### config.mk
export PLATFORM = sky130hd
export DESIGN_NAME = muldiv_unit_flat
export DESIGN_NICKNAME = d
export VERILOG_FILES = /design/src/rtl/muldiv_unit_if.sv /design/src/rtl/muldiv_unit.sv /design/src/flat_wrapper.sv
export SDC_FILE = /design/constraint.sdc
export NUM_CORES = 1
export LEC_CHECK = 0
export BUFFER_PORTS_ARGS = -buffer_cell sky130_fd_sc_hd__buf_4
export CORE_UTILIZATION = 60
export DETAILED_ROUTE_END_ITERATION = 12
export HOLD_SLACK_MARGIN = 0.03
export PLACE_DENSITY_LB_ADDON = 0.08
export SYNTH_ARGS = -nofsm -noshare
export SYNTH_HDL_FRONTEND = slang
export SYNTH_SLANG_ARGS = --single-unit
### constraint.sdc
create_clock -name clock -period 3.9 [get_ports clock]
set_input_delay 0.78 -clock clock [delete_from_list [all_inputs] [get_ports clock]]
set_output_delay 0.78 -clock clock [all_outputs]
set_load 0.005 [all_outputs]
### src/rtl/muldiv_unit_if.sv
// Request/response bundle between the control unit and the multiply/divide engine.
// The control unit drives the master side; muldiv_unit sits on the slave side.
interface muldiv_unit_if #(
    parameter int unsigned WIDTH = 32
);
    logic             start_multu;
    logic             start_divu;
    logic [WIDTH-1:0] rs_data;
    logic [WIDTH-1:0] rt_data;
    logic             mf_req;
    logic             busy;
    logic             stall;
    logic             done;
    logic [WIDTH-1:0] hi;
    logic [WIDTH-1:0] lo;

    modport master (
        output start_multu, start_divu, rs_data, rt_data, mf_req,
        input  busy, stall, done, hi, lo
    );

    modport slave (
        input  start_multu, start_divu, rs_data, rt_data, mf_req,
        output busy, stall, done, hi, lo
    );
endinterface

### src/rtl/muldiv_unit.sv
// Iterative unsigned MULTU/DIVU engine owning HI/LO; one shift-add or restoring step per cycle.
// Optional MULDIV_EARLY_OUT_EN: rt==0 at accept bypasses the iterations and finishes next cycle.
module muldiv_unit #(
    parameter int unsigned WIDTH = 32,
    parameter int unsigned CNT_W = 6
) (
    input  logic           clock,
    input  logic           reset_n,
    muldiv_unit_if.slave   bus
);

    typedef enum logic [1:0] {
        S_IDLE = 2'd0,
        S_MUL  = 2'd1,
        S_DIV  = 2'd2,
        S_FIN  = 2'd3
    } state_t;

    state_t               state_q, state_d;
    logic [CNT_W-1:0]     cnt_q, cnt_d;
    logic [2*WIDTH-1:0]   acc_q, acc_d;
    logic [WIDTH-1:0]     opb_q, opb_d;
    logic [WIDTH-1:0]     hi_q, hi_d;
    logic [WIDTH-1:0]     lo_q, lo_d;

    logic [WIDTH:0]       mul_sum;
    logic [WIDTH:0]       div_sh;
    logic [WIDTH-1:0]     div_diff;
    logic                 div_ge;
    logic [2*WIDTH-1:0]   mul_next;
    logic [2*WIDTH-1:0]   div_next;
    logic [2*WIDTH-1:0]   step_next;
    logic                 accept;

    // acc_q is shared: {partial product, multiplier} for MUL, {remainder, dividend} for DIV.
    always_comb begin
        mul_sum   = {1'b0, acc_q[2*WIDTH-1:WIDTH]} + (acc_q[0] ? {1'b0, opb_q} : '0);
        mul_next  = {mul_sum, acc_q[WIDTH-1:1]};
        div_sh    = acc_q[2*WIDTH-1:WIDTH-1];
        div_ge    = (div_sh >= {1'b0, opb_q});
        div_diff  = div_sh[WIDTH-1:0] - opb_q;
        div_next  = {(div_ge ? div_diff : div_sh[WIDTH-1:0]), acc_q[WIDTH-2:0], div_ge};
        step_next = (state_q == S_MUL) ? mul_next : div_next;
    end

    assign accept = ((state_q == S_IDLE) || (state_q == S_FIN)) &&
                    (bus.start_multu || bus.start_divu);

    always_comb begin
        state_d = state_q;
        cnt_d   = cnt_q;
        acc_d   = acc_q;
        opb_d   = opb_q;
        hi_d    = hi_q;
        lo_d    = lo_q;
        case (state_q)
            S_IDLE, S_FIN: begin
                if (accept) begin
                    opb_d   = bus.rt_data;
                    acc_d   = {{WIDTH{1'b0}}, bus.rs_data};
                    cnt_d   = CNT_W'(WIDTH - 1);
                    state_d = bus.start_multu ? S_MUL : S_DIV;
`ifdef MULDIV_EARLY_OUT_EN
                    if (bus.rt_data == '0) begin
                        state_d = S_FIN;
                        hi_d    = bus.start_multu ? '0 : bus.rs_data;
                        lo_d    = bus.start_multu ? '0 : '1;
                    end
`endif
                end else if (state_q == S_FIN) begin
                    state_d = S_IDLE;
                end
            end
            S_MUL, S_DIV: begin
                acc_d = step_next;
                if (cnt_q == '0) begin
                    // Final step result goes straight into HI/LO so it is readable in FIN.
                    state_d = S_FIN;
                    hi_d    = step_next[2*WIDTH-1:WIDTH];
                    lo_d    = step_next[WIDTH-1:0];
                end else begin
                    cnt_d = cnt_q - CNT_W'(1);
                end
            end
            default: state_d = S_IDLE;
        endcase
    end

    always_ff @(posedge clock or negedge reset_n) begin
        if (!reset_n) begin
            state_q <= S_IDLE;
            cnt_q   <= '0;
            acc_q   <= '0;
            opb_q   <= '0;
            hi_q    <= '0;
            lo_q    <= '0;
        end else begin
            state_q <= state_d;
            cnt_q   <= cnt_d;
            acc_q   <= acc_d;
            opb_q   <= opb_d;
            hi_q    <= hi_d;
            lo_q    <= lo_d;
        end
    end

    assign bus.busy  = (state_q == S_MUL) || (state_q == S_DIV);
    assign bus.done  = (state_q == S_FIN);
    assign bus.stall = bus.busy & bus.mf_req;
    assign bus.hi    = hi_q;
    assign bus.lo    = lo_q;

endmodule

### src/flat_wrapper.sv
// flat-port wrapper written by rule: the top's interface ports become plain ports
module muldiv_unit_flat 
#(
    parameter int unsigned WIDTH = 32,
    parameter int unsigned CNT_W = 6
)
  (clock, reset_n, bus_start_multu, bus_start_divu, bus_rs_data, bus_rt_data, bus_mf_req, bus_busy, bus_stall, bus_done, bus_hi, bus_lo);
  muldiv_unit_if #(.WIDTH(WIDTH)) bus_i ();
  input  logic clock;
  input  logic reset_n;
  input wire logic [$bits(bus_i.start_multu)-1:0] bus_start_multu;
  input wire logic [$bits(bus_i.start_divu)-1:0] bus_start_divu;
  input wire logic [$bits(bus_i.rs_data)-1:0] bus_rs_data;
  input wire logic [$bits(bus_i.rt_data)-1:0] bus_rt_data;
  input wire logic [$bits(bus_i.mf_req)-1:0] bus_mf_req;
  output wire logic [$bits(bus_i.busy)-1:0] bus_busy;
  output wire logic [$bits(bus_i.stall)-1:0] bus_stall;
  output wire logic [$bits(bus_i.done)-1:0] bus_done;
  output wire logic [$bits(bus_i.hi)-1:0] bus_hi;
  output wire logic [$bits(bus_i.lo)-1:0] bus_lo;
  assign bus_i.start_multu = bus_start_multu;
  assign bus_i.start_divu = bus_start_divu;
  assign bus_i.rs_data = bus_rs_data;
  assign bus_i.rt_data = bus_rt_data;
  assign bus_i.mf_req = bus_mf_req;
  assign bus_busy = bus_i.busy;
  assign bus_stall = bus_i.stall;
  assign bus_done = bus_i.done;
  assign bus_hi = bus_i.hi;
  assign bus_lo = bus_i.lo;
  muldiv_unit #(.WIDTH(WIDTH), .CNT_W(CNT_W)) u_core (.clock(clock), .reset_n(reset_n), .bus(bus_i));
endmodule
==> results.md, run 1 <==
* H-tree Lvls at 4
* Detailed Route Iter0 Violations at roughly 1100
* Synthesized cell area at 11400 µm²
* Antenna violations before repair at 0
* First-pass GRT wire length at ~54000 µm
* Slew of the pin with the lowest slew margin at slightly above 1000 ps
* Most common cell after layout, fill and taps aside: nand2_1
* Die Ht at about 140 µm
* Cts hold-fix bufs at 0
* Slowest cell on crit path: dfrtp_1
* FF/Latch Area at between 4000 and 5000 µm²
* Routed Antenna Nets at 0
* Placed cell area at around 13000 µm²
* Startpoint Class: flop
* FF-to-FF path depth at 11
* Final worst-path cycle share at 0.924
* Most frequent cells in the layout: nand2_1 (193), dfrtp_1 (168), buf_4 (157), o21ai_0 (146), a21oi_1 (121)
* Clk Tree Root Cell: clkbuf_16
* Worst Hold Class: in -> async
* Layout cells sized above 1 at 0.151
* Core box area at around 19000 µm²
* R2R setup slack at between 200 and 300 ps
* First-pass DRT Iterations at 6
* Avg Inst Size Synth at ~8.4 µm²
* GRT overflow at 0
* Post-CTS Resized at 0
* Worst skew pair latency at 460 ps
* Number of global-route vias before repair at between 10000 and 15000
* DR WL/cell at between 15 and 20 µm
* Yosys reg bits at 168
* Critical path, cell by cell: and2_1 -> ha_1 -> fa_1 -> a21oi_1 -> o211ai_1 -> nand3_1 -> a21oi_1 -> or3_4 -> a311o_1 -> a211o_1 -> a31o_1
* CTS Buf Count at 17
* Most used cell, CP: a21oi_1
* Worst VDD drop at 0.492 mV
* Slew headroom at 0.310
* Crit-path max FO at 22
* Final max-slew violation count at 0
* DRT Wirelength at 33500 µm
* Unrepaired setup endpoints after global routing: no
* Crit-path max cell delay at approximately 650 ps
* Clock net sink count at roughly 170
* Die area at slightly below 20000 µm²
* Status: complete, no violations
* Post-CTS setup buffer count at 0
* CTS tree: done
* CTS max path bufs at 2
* Port bufs at 135
* Yosys warns at 0
* Max_cap viols at 0
* Clk slew on worst S/H paths at ~80 ps
* Vias at between 10000 and 15000
* Final-stage net count at 1600
* DR vias/cell at roughly 6.3
* Antenna fix cells at 0
* Initial core utilization at 0.612
* All-Layer GR Usage at 0.351
* Area growth syn-to-layout at 16.8%
* Worst reg2reg path endpoint: u_core.bus.hi[31]
* Fmax at 277 MHz
* Post-synthesis sequential area ratio at 0.369
* Number of flops mapped to enable cells by yosys at 0
* Syn Inst Count at about 1400
* Final min period at about 3600 ps
* Die X at 140 µm
* Detail Placement HPWL at about 24000 µm
* DRC viols at 0
* Pleak at ~6.3 nW
* CP endpoint kind: flop
* Power Dens Cells at roughly 1000 nW/µm²
* Multi-input gate area at between 6000 and 7000 µm²
* Pin count of the biggest net entering global routing at around 100
* Routability cong. at roughly 0.97
* Final setup fails at 0
* Filler Cell Count at 1580
* Clock Skew at approximately 12 ps
* Critical Path AT at 3940 ps
* Top Ports at around 140
* Synth async-reset ratio at 1.00
* Synth cell types at between 70 and 80
* Setup TNS Final at 0 ps
* Syn Nets at around 1500
* Design area at approximately 13000 µm²
* Cell Rows at 50
* RR Startpoint: u_core.acc_q[0]
* Prevailing post-synth register cell: dfrtp_1
* CP required at 4240 ps
* Final hold vios at 0
* Setup Crit Path Kind: reg -> reg
-- worst max-delay path, delay by kind of cell (launching register included) --
family	cells	cell delay, ps
adders and majority gates	2	650
DFF	1	650
AOI/OAI and AO/OA	6	1340
and+or+nand+nor	3	850
-- final cells by class --
type	instances	area share
multi-input combinational	1055	0.506
sequential	168	0.316
timing repair buffer	160	0.0923
clock buffer	17	0.0319
tap	234	0.0220
inverter	58	0.0163
clock inverter	15	0.0161
-- cells in the mapped netlist, types with 25 or more instances --
| library cell | number | share of area |
|---|---|---|
| a211oi_1 | 51 | 0.034 |
| dfrtp_1 | 168 | 0.37 |
| clkbuf_1 | 60 | 0.020 |
| inv_1 | 58 | 0.019 |
| nor2_1 | 60 | 0.020 |
| mux2i_1 | 37 | 0.032 |
| nand3_1 | 30 | 0.013 |
| nor2b_1 | 38 | 0.021 |
| and2_1 | 42 | 0.023 |
| ha_1 | 69 | 0.076 |
| a21oi_1 | 121 | 0.053 |
| nand2_1 | 193 | 0.064 |
| xnor2_1 | 31 | 0.024 |
| xor2_1 | 25 | 0.019 |
| a21o_1 | 30 | 0.020 |
| o21ai_0 | 146 | 0.064 |
-- state kept, by name, indices dropped and copies added, names as in the netlist --
register and count:
u_core.acc_q 64, u_core.bus.hi 32, u_core.bus.lo 32, u_core.opb_q 32, u_core.cnt_q 6, u_core.state_q 2
-- metal layers --
metal,share of wire,vias to the layer above,track usage
li1,-,5058,-
met5,0,-,0
met3,0.083,64,0.0633
met4,0.025,0,0.113
met2,0.46,459,0.563
met1,0.43,5149,0.481
-- power breakdown --
part | switching (mW) | internal (mW)
Sequential | 0.589 | 2.30
Combinational | 5.70 | 3.54
Clock | 0.927 | 0.894
Total | 7.21 | 6.74
-- per-stage QoR --
step / total power [mW] / hold WS (ps) / instances / utilization / worst slack [ps]
3_5_place_dp: 11.8 / 472 / 1675 / 0.680 / 363
5_1_grt: 15.0 / 491 / 1707 / 0.714 / 96.9
6_report: 14.0 / 396 / 1707 / 0.714 / 296
4_1_cts: 13.7 / 471 / 1707 / 0.714 / 329
3_3_place_gp: 11.7 / 462 / 1675 / 0.680 / 433
2_1_floorplan: 9.39 / 455 / 1353 / - / 745
-- worst max path at each step --
stage	from	to	cells after the start
after global routing	u_core.acc_q[0]	u_core.acc_q[62]	11
after detailed placement	u_core.acc_q[0]	u_core.bus.hi[31]	11
after CTS	u_core.acc_q[0]	u_core.bus.hi[31]	11
final	u_core.acc_q[0]	u_core.bus.hi[31]	11
after global placement	u_core.acc_q[0]	u_core.bus.hi[31]	11
after floorplan	u_core.acc_q[0]	u_core.acc_q[63]	12
-- logic make-up (layout without fill, tap and decap cells) --
kind of cell             after synthesis  after routing  synth area share
AND/OR/NAND/NOR                      425            425             0.175
multiplexers                          45             45            0.0404
flip-flops                           168            168             0.369
adder cells (fa/ha/maj)               71             71            0.0792
AO/OA/AOI/OAI                        458            458             0.249
buffers and inverters                130            250            0.0444
XOR/XNOR                              56             56            0.0430
No activity file was read; power rests on OpenSTA's default activity.
==> run 2, diff against run 1 <==
- MAX_ROUTING_LAYER: unset -> met4
- SKIP_LAST_GASP: unset -> 1
==> run 2 against run 1 <==
Compared with the run above: wire length down 1.4%; maximum frequency down 0.61%; register-to-register slack worse by 20 ps; clock-buffer cell count unchanged; via count down 1.1%; total power down 0.31%; first-iteration DRC count up 1.4%.
==> results.md, run 2 (synthesis gave the netlist of run 1 again) <==
* Critical Path AT at 3960 ps (was 3940 ps)
* Metal-1 WL at 14700 µm (was 14400 µm)
* DRT Wirelength at 33000 µm (was 33500 µm)
* First-pass DRT Iterations at 8 (was 6)
* Clk Tree Root Cell: clkbuf_16 (unchanged)
* Sw Ratio at 0.510 (was 0.517)
* Slew of the pin with the lowest slew margin at 1060 ps (was 1040 ps)
* Clock net sink count at 168 (unchanged)
* Setup TNS Final at 0 ps (unchanged)
* Clk slew on worst S/H paths at 80 ps (about the same)
* Setup Crit Path Kind: reg -> reg (unchanged)
* WL met3 at 2510 µm (was 2790 µm)
* Max reg flops at 64 (unchanged)
* Sequential share of power at 0.206 (was 0.207)
* Final worst-path cycle share at 0.930 (was 0.924)
* Detailed Route Iter0 Violations at 1078 (was 1063)
* Final core utilization at 0.715 (was 0.714)
* Clk network pwr share at 0.128 (was 0.131)
* Worst slack, placed at 317 ps (was 363 ps)
* Worst Hold Class: in -> async (unchanged)
* Cts hold-fix bufs at 0 (unchanged)
* Final-stage net count at 1603 (was 1600)
* Max_cap viols at 0 (unchanged)
* FF-to-FF path depth at 11 (unchanged)
* Port bufs at 135 (unchanged)
* Power Dens Cells at 1040 nW/µm² (was 1050 nW/µm²)
* Net Switching at 7.10 mW (was 7.21 mW)
* DR vias/cell at 6.21 (was 6.29)
* Combinational share of power at 0.665 (was 0.662)
* RR Startpoint: u_core.acc_q[0] (unchanged)
* Pin count of the biggest net entering global routing at 97 (was 99)
* DRC viols at 0 (unchanged)
* Final max-slew violation count at 0 (unchanged)
* R2R setup slack at 270 ps (was 300 ps)
* Final setup fails at 0 (unchanged)
* Pint at 6.81 mW (was 6.74 mW)
* Worst reg2reg path endpoint: u_core.acc_q[63] (was u_core.bus.hi[31])
* Startpoint Class: flop (unchanged)
* Post-CTS setup buffer count at 0 (unchanged)
* All-Layer GR Usage at 0.360 (was 0.351)
* Worst VDD drop at 0.537 mV (was 0.492 mV)
* Fmax at 276 MHz (was 277 MHz)
* Max Used Layer: met4 (unchanged)
* H-tree Lvls at 4 (unchanged)
* Area growth syn-to-layout at 16.9% (was 16.8%)
* Die area at 19600 µm² (unchanged)
* Die Ht at 140 µm (unchanged)
* Placed cell area at 12700 µm² (about the same)
* Layout cells sized above 1 at 0.152 (was 0.151)
* Slew headroom at 0.294 (was 0.310)
* CTS max path bufs at 2 (unchanged)
* Number of global-route vias before repair at 10100 (was 10200)
* Reg with most FFs: u_core.acc_q (unchanged)
* Placed insts at 1678 (was 1675)
* Antenna fix cells at 0 (unchanged)
* Antenna violations before repair at 0 (unchanged)
* Core box area at 18600 µm² (unchanged)
* CP required at 4240 ps (about the same)
* Top Ports at 136 (unchanged)
* Final hold vios at 0 (unchanged)
* Status: complete, no violations (unchanged)
* CTS tree: done (unchanged)
* Routed Antenna Nets at 0 (unchanged)
* Final min period at 3630 ps (was 3600 ps)
* CP endpoint kind: flop (unchanged)
* Initial core utilization at 0.612 (unchanged)
* Clock Skew at 12.8 ps (was 11.9 ps)
* CTS Buf Count at 17 (unchanged)
* Design area at 13300 µm² (about the same)
* Detail Placement HPWL at 23600 µm (about the same)
* GRT overflow at 0 (unchanged)
* Most frequent cells in the layout: nand2_1 (193), dfrtp_1 (168), buf_4 (160), o21ai_0 (146), a21oi_1 (121) (was nand2_1 (193), dfrtp_1 (168), buf_4 (157), o21ai_0 (146), a21oi_1 (121))
* Routability cong. at 0.969 (was 0.972)
* Most common cell after layout, fill and taps aside: nand2_1 (unchanged)
* Worst skew pair latency at 440 ps (was 460 ps)
* Vias at 10600 (was 10700)
* Crit-path max FO at 20 (was 22)
* Final non-filler cell total at 1710 (was 1707)
* Unrepaired setup endpoints after global routing: no (unchanged)
* Die X at 140 µm (unchanged)
* Post-CTS Resized at 0 (unchanged)
* Pleak at 6.31 nW (about the same)
* Final Worst Setup Slack at 274 ps (was 296 ps)
* Cell Rows at 50 (unchanged)
* Met2 Routed Length at 15100 µm (was 15400 µm)
* DR WL/cell at 19.3 µm (was 19.6 µm)
* First-pass GRT wire length at 53600 µm (was 53900 µm)
[run 2: critical path, cell delays in order (launching register included)]
cell,delay (ps)
dfrtp_1,650
and2_1,280
ha_1,220
fa_1,420
a21oi_1,230
o211ai_1,150
nand3_1,190
a21oi_1,120
or3_4,390
a311o_1,350
a211o_1,310
a31o_1,200
[run 2: final cells by class]
type / count / area [µm²]
inverters: 58 / 218
fillers: 1524 / 5310
flip-flops and latches: 168 / 4200
clock buffers: 17 / 425
multi-input cells: 1055 / 6740
clock inverters: 15 / 200
repair buffers: 163 / 1250
well taps: 234 / 293
[run 2: worst max path at each step]
stage | from | end | slack (ps)
2_1_floorplan | u_core.acc_q[0] | u_core.acc_q[63] | 750
3_3_place_gp | u_core.acc_q[0] | u_core.bus.hi[31] | 400
3_5_place_dp | u_core.acc_q[0] | u_core.bus.hi[31] | 320
4_1_cts | u_core.acc_q[0] | u_core.bus.hi[31] | 280
5_1_grt | u_core.acc_q[0] | u_core.bus.hi[31] | 30
6_report | u_core.acc_q[0] | u_core.acc_q[63] | 270
[run 2: routing by layer]
metal,up-vias,track usage
met1,5059,0.488
li1,5062,-
met5,-,-
met4,0,0.121
met2,436,0.544
met3,57,0.0657
[run 2: power groups by stage]
stage	Clock [mW]	Combinational, mW	Sequential, mW
after floorplan	0	6.76	2.63
after global placement	0	8.88	2.87
after detailed placement	0	8.98	2.86
after CTS	1.80	9.07	2.84
after global routing	1.86	10.2	2.92
final	1.79	9.25	2.87
[run 2: through the flow]
step	total power [mW]	hold slack, ps
after floorplan	9.39	455
after global placement	11.7	463
after detailed placement	11.8	471
after CTS	13.7	410
after global routing	14.9	425
final	13.9	354
==> run 3, diff against run 2 <==
- RECOVER_POWER: unset -> 25
==> run 3 against run 2 <==
Compared with the run above: the flow now finishes with violations (max-capacitance violations, max-slew violations); cell area hardly changed; die area stayed put; utilization is 0.054 points lower.
==> results.md, run 3 (synthesis gave the netlist of run 1 again) <==
* Slew of the pin with the lowest slew margin at 2190 ps (was 1060 ps)
* RR Startpoint: u_core.acc_q[0] (unchanged)
* Status: finished with violations (was complete, no violations)
* Failing checks: max-capacitance violations, max-slew violations
* Critical path, cell by cell: and2_1 -> ha_1 -> fa_1 -> a21oi_1 -> o211ai_1 -> nand3_1 -> a21oi_1 -> or3_4 -> a311o_1 -> a211o_1 -> a31o_1 (unchanged)
* Worst reg2reg path endpoint: u_core.acc_q[63] (unchanged)
* All-Layer GR Usage at 0.360 (unchanged)
* Pint at 6.81 mW (about the same)
* Worst skew pair latency at 440 ps (about the same)
* DR WL/cell at 19.3 µm (about the same)
* Crit-path max FO at 20 (unchanged)
* Clk Tree Root Cell: clkbuf_16 (unchanged)
* CP required at 4240 ps (about the same)
* Crit path capture: u_core.acc_q[63] (unchanged)
* Crit path buffers/inverters at 0 (unchanged)
* Final core utilization at 0.714 (was 0.715)
* Routability cong. at 0.969 (unchanged)
* DR vias/cell at 6.21 (about the same)
* Worst slack, placed at 317 ps (unchanged)
* Final worst-path cycle share at 0.930 (about the same)
* DRC viols at 0 (unchanged)
* Critical path origin: u_core.acc_q[0] (unchanged)
* GRT overflow at 0 (unchanged)
* Setup Crit Path Kind: reg -> reg (unchanged)
* Unrepaired setup endpoints after global routing: no (unchanged)
* Port bufs at 135 (unchanged)
* CTS Buf Count at 17 (unchanged)
* Worst Hold Class: reg -> reg (was in -> async)
* Post-CTS setup buffer count at 0 (unchanged)
* Final min period at 3630 ps (about the same)
* First-pass DRT Iterations at 7 (was 8)
* Antenna fix cells at 0 (unchanged)
* Setup TNS Final at 0 ps (unchanged)
* H-tree Lvls at 4 (unchanged)
* Clock net sink count at 168 (unchanged)
* FF-to-FF path depth at 11 (unchanged)
* Fmax at 276 MHz (about the same)
* Pin count of the biggest net entering global routing at 97 (unchanged)
* Cts hold-fix bufs at 0 (unchanged)
* Max_cap viols at 1 (was 0)
* Filler Cell Count at 1526 (was 1524)
* Antenna violations before repair at 0 (unchanged)
* CP endpoint kind: flop (unchanged)
* Combinational share of power at 0.665 (about the same)
* First-pass GRT wire length at 53600 µm (unchanged)
* Design area at 13300 µm² (about the same)
* DRT Wirelength at 33000 µm (about the same)
* CTS tree: done (unchanged)
* Layout cells sized above 1 at 0.152 (about the same)
* Startpoint Class: flop (unchanged)
* Post-CTS Resized at 0 (unchanged)
* Number of global-route vias before repair at 10100 (unchanged)
* Vias at 10600 (about the same)
* Critical Path AT at 3960 ps (about the same)
* Sequential share of power at 0.206 (about the same)
* Final Worst Setup Slack at 274 ps (about the same)
* Core box area at 18600 µm² (unchanged)
* Die X at 140 µm (unchanged)
* R2R setup slack at 270 ps (about the same)
* Reg with most FFs: u_core.acc_q (unchanged)
* Worst VDD drop at 0.539 mV (was 0.537 mV)
* Slowest cell on crit path: dfrtp_1 (unchanged)
* Sw Ratio at 0.510 (about the same)
* Power Dens Cells at 1040 nW/µm² (about the same)
* Clk network pwr share at 0.129 (was 0.128)
* Die Ht at 140 µm (unchanged)
* Area growth syn-to-layout at 16.8% (was 16.9%)
* Detailed Route Iter0 Violations at 1077 (was 1078)
* Top Ports at 136 (unchanged)
* Final setup fails at 0 (unchanged)
* Cell Rows at 50 (unchanged)
* Routed Antenna Nets at 0 (unchanged)
* Pleak at 6.31 nW (about the same)
* Clock Skew at 12.9 ps (was 12.8 ps)
* Crit-path max cell delay at 660 ps (was 650 ps)
* Most common cell after layout, fill and taps aside: nand2_1 (unchanged)
* Crit path depth at 11 (unchanged)
* Initial core utilization at 0.612 (unchanged)
* Most used cell, CP: a21oi_1 (unchanged)
* Most frequent cells in the layout: nand2_1 (193), dfrtp_1 (168), buf_4 (159), o21ai_0 (146), a21oi_1 (121) (was nand2_1 (193), dfrtp_1 (168), buf_4 (160), o21ai_0 (146), a21oi_1 (121))
* Final max-slew violation count at 85 (was 0)
* Min-delay src: u_core.bus.lo[3]
* CTS max path bufs at 2 (unchanged)
* Placed cell area at 12700 µm² (unchanged)
* Net Switching at 7.10 mW (about the same)
* Clk slew on worst S/H paths at 80 ps (about the same)
* Max reg flops at 64 (unchanged)
* CP delay by family, top: compound AO/OA/AOI/OAI gates (unchanged)
* Slew headroom at -0.458 (was 0.294)
* Die area at 19600 µm² (unchanged)
* Final hold vios at 0 (unchanged)
* Detail Placement HPWL at 23600 µm (unchanged)
* Hold slack final at 483 ps (was 354 ps)
* Final-stage net count at 1603 (unchanged)
[run 3: cell count changes in the layout (fill, tap and decap cells not counted), sizes merged]
cell	before	now
buf	163	161
clkbuf	17	19
[run 3: stage by stage]
stage	cells	total power, mW
floorplan	1353	9.39
global placement	1678	11.7
detailed placement	1678	11.8
CTS	1710	13.7
global route	1710	14.9
finish	1710	13.9
[run 3: how the worst min path moves through the flow]
stage | to | slack [ps] | cells after the start
floorplan | u_core.cnt_q[0] | 450 | 1
global placement | u_core.bus.hi[18] | 460 | 2
detailed placement | u_core.bus.lo[3] | 470 | 2
CTS | u_core.bus.hi[16] | 410 | 1
global route | u_core.bus.hi[5] | 520 | 2
finish | u_core.bus.lo[3] | 480 | 2
[run 3: worst register-to-register path, cell delays in order (launching register included)]
cell and delay, ps:
dfrtp_1 660, and2_1 280, ha_1 220, fa_1 420, a21oi_1 230, o211ai_1 150
nand3_1 190, a21oi_1 120, or3_4 390, a311o_1 350, a211o_1 310, a31o_1 200
[run 3: final cells by class]
class	count	area, µm²	share of cell area
Multi-Input combinational cell	1055	6740	0.506
Sequential cell	168	4200	0.316
Clock buffer	17	425	0.0319
Tap cell	234	293	0.0220
Timing Repair Buffer	163	1240	0.0933
Inverter	58	218	0.0163
Clock inverter	15	200	0.0150
[run 3: power groups by stage]
stage | Sequential, mW | Clock, mW | Combinational, mW
global route | 2.92 | 1.86 | 10.2
CTS | 2.84 | 1.80 | 9.07
finish | 2.87 | 1.79 | 9.25
floorplan | 2.63 | 0 | 6.76
detailed placement | 2.86 | 0 | 8.98
global placement | 2.87 | 0 | 8.88
[run 3: routing by layer]
metal / global-route usage / wire (µm) / up-vias
met5: - / 0 / -
li1: - / - / 5066
met2: 0.544 / 15100 / 441
met3: 0.0657 / 2630 / 54
met4: 0.121 / 716 / 0
met1: 0.488 / 14500 / 5050
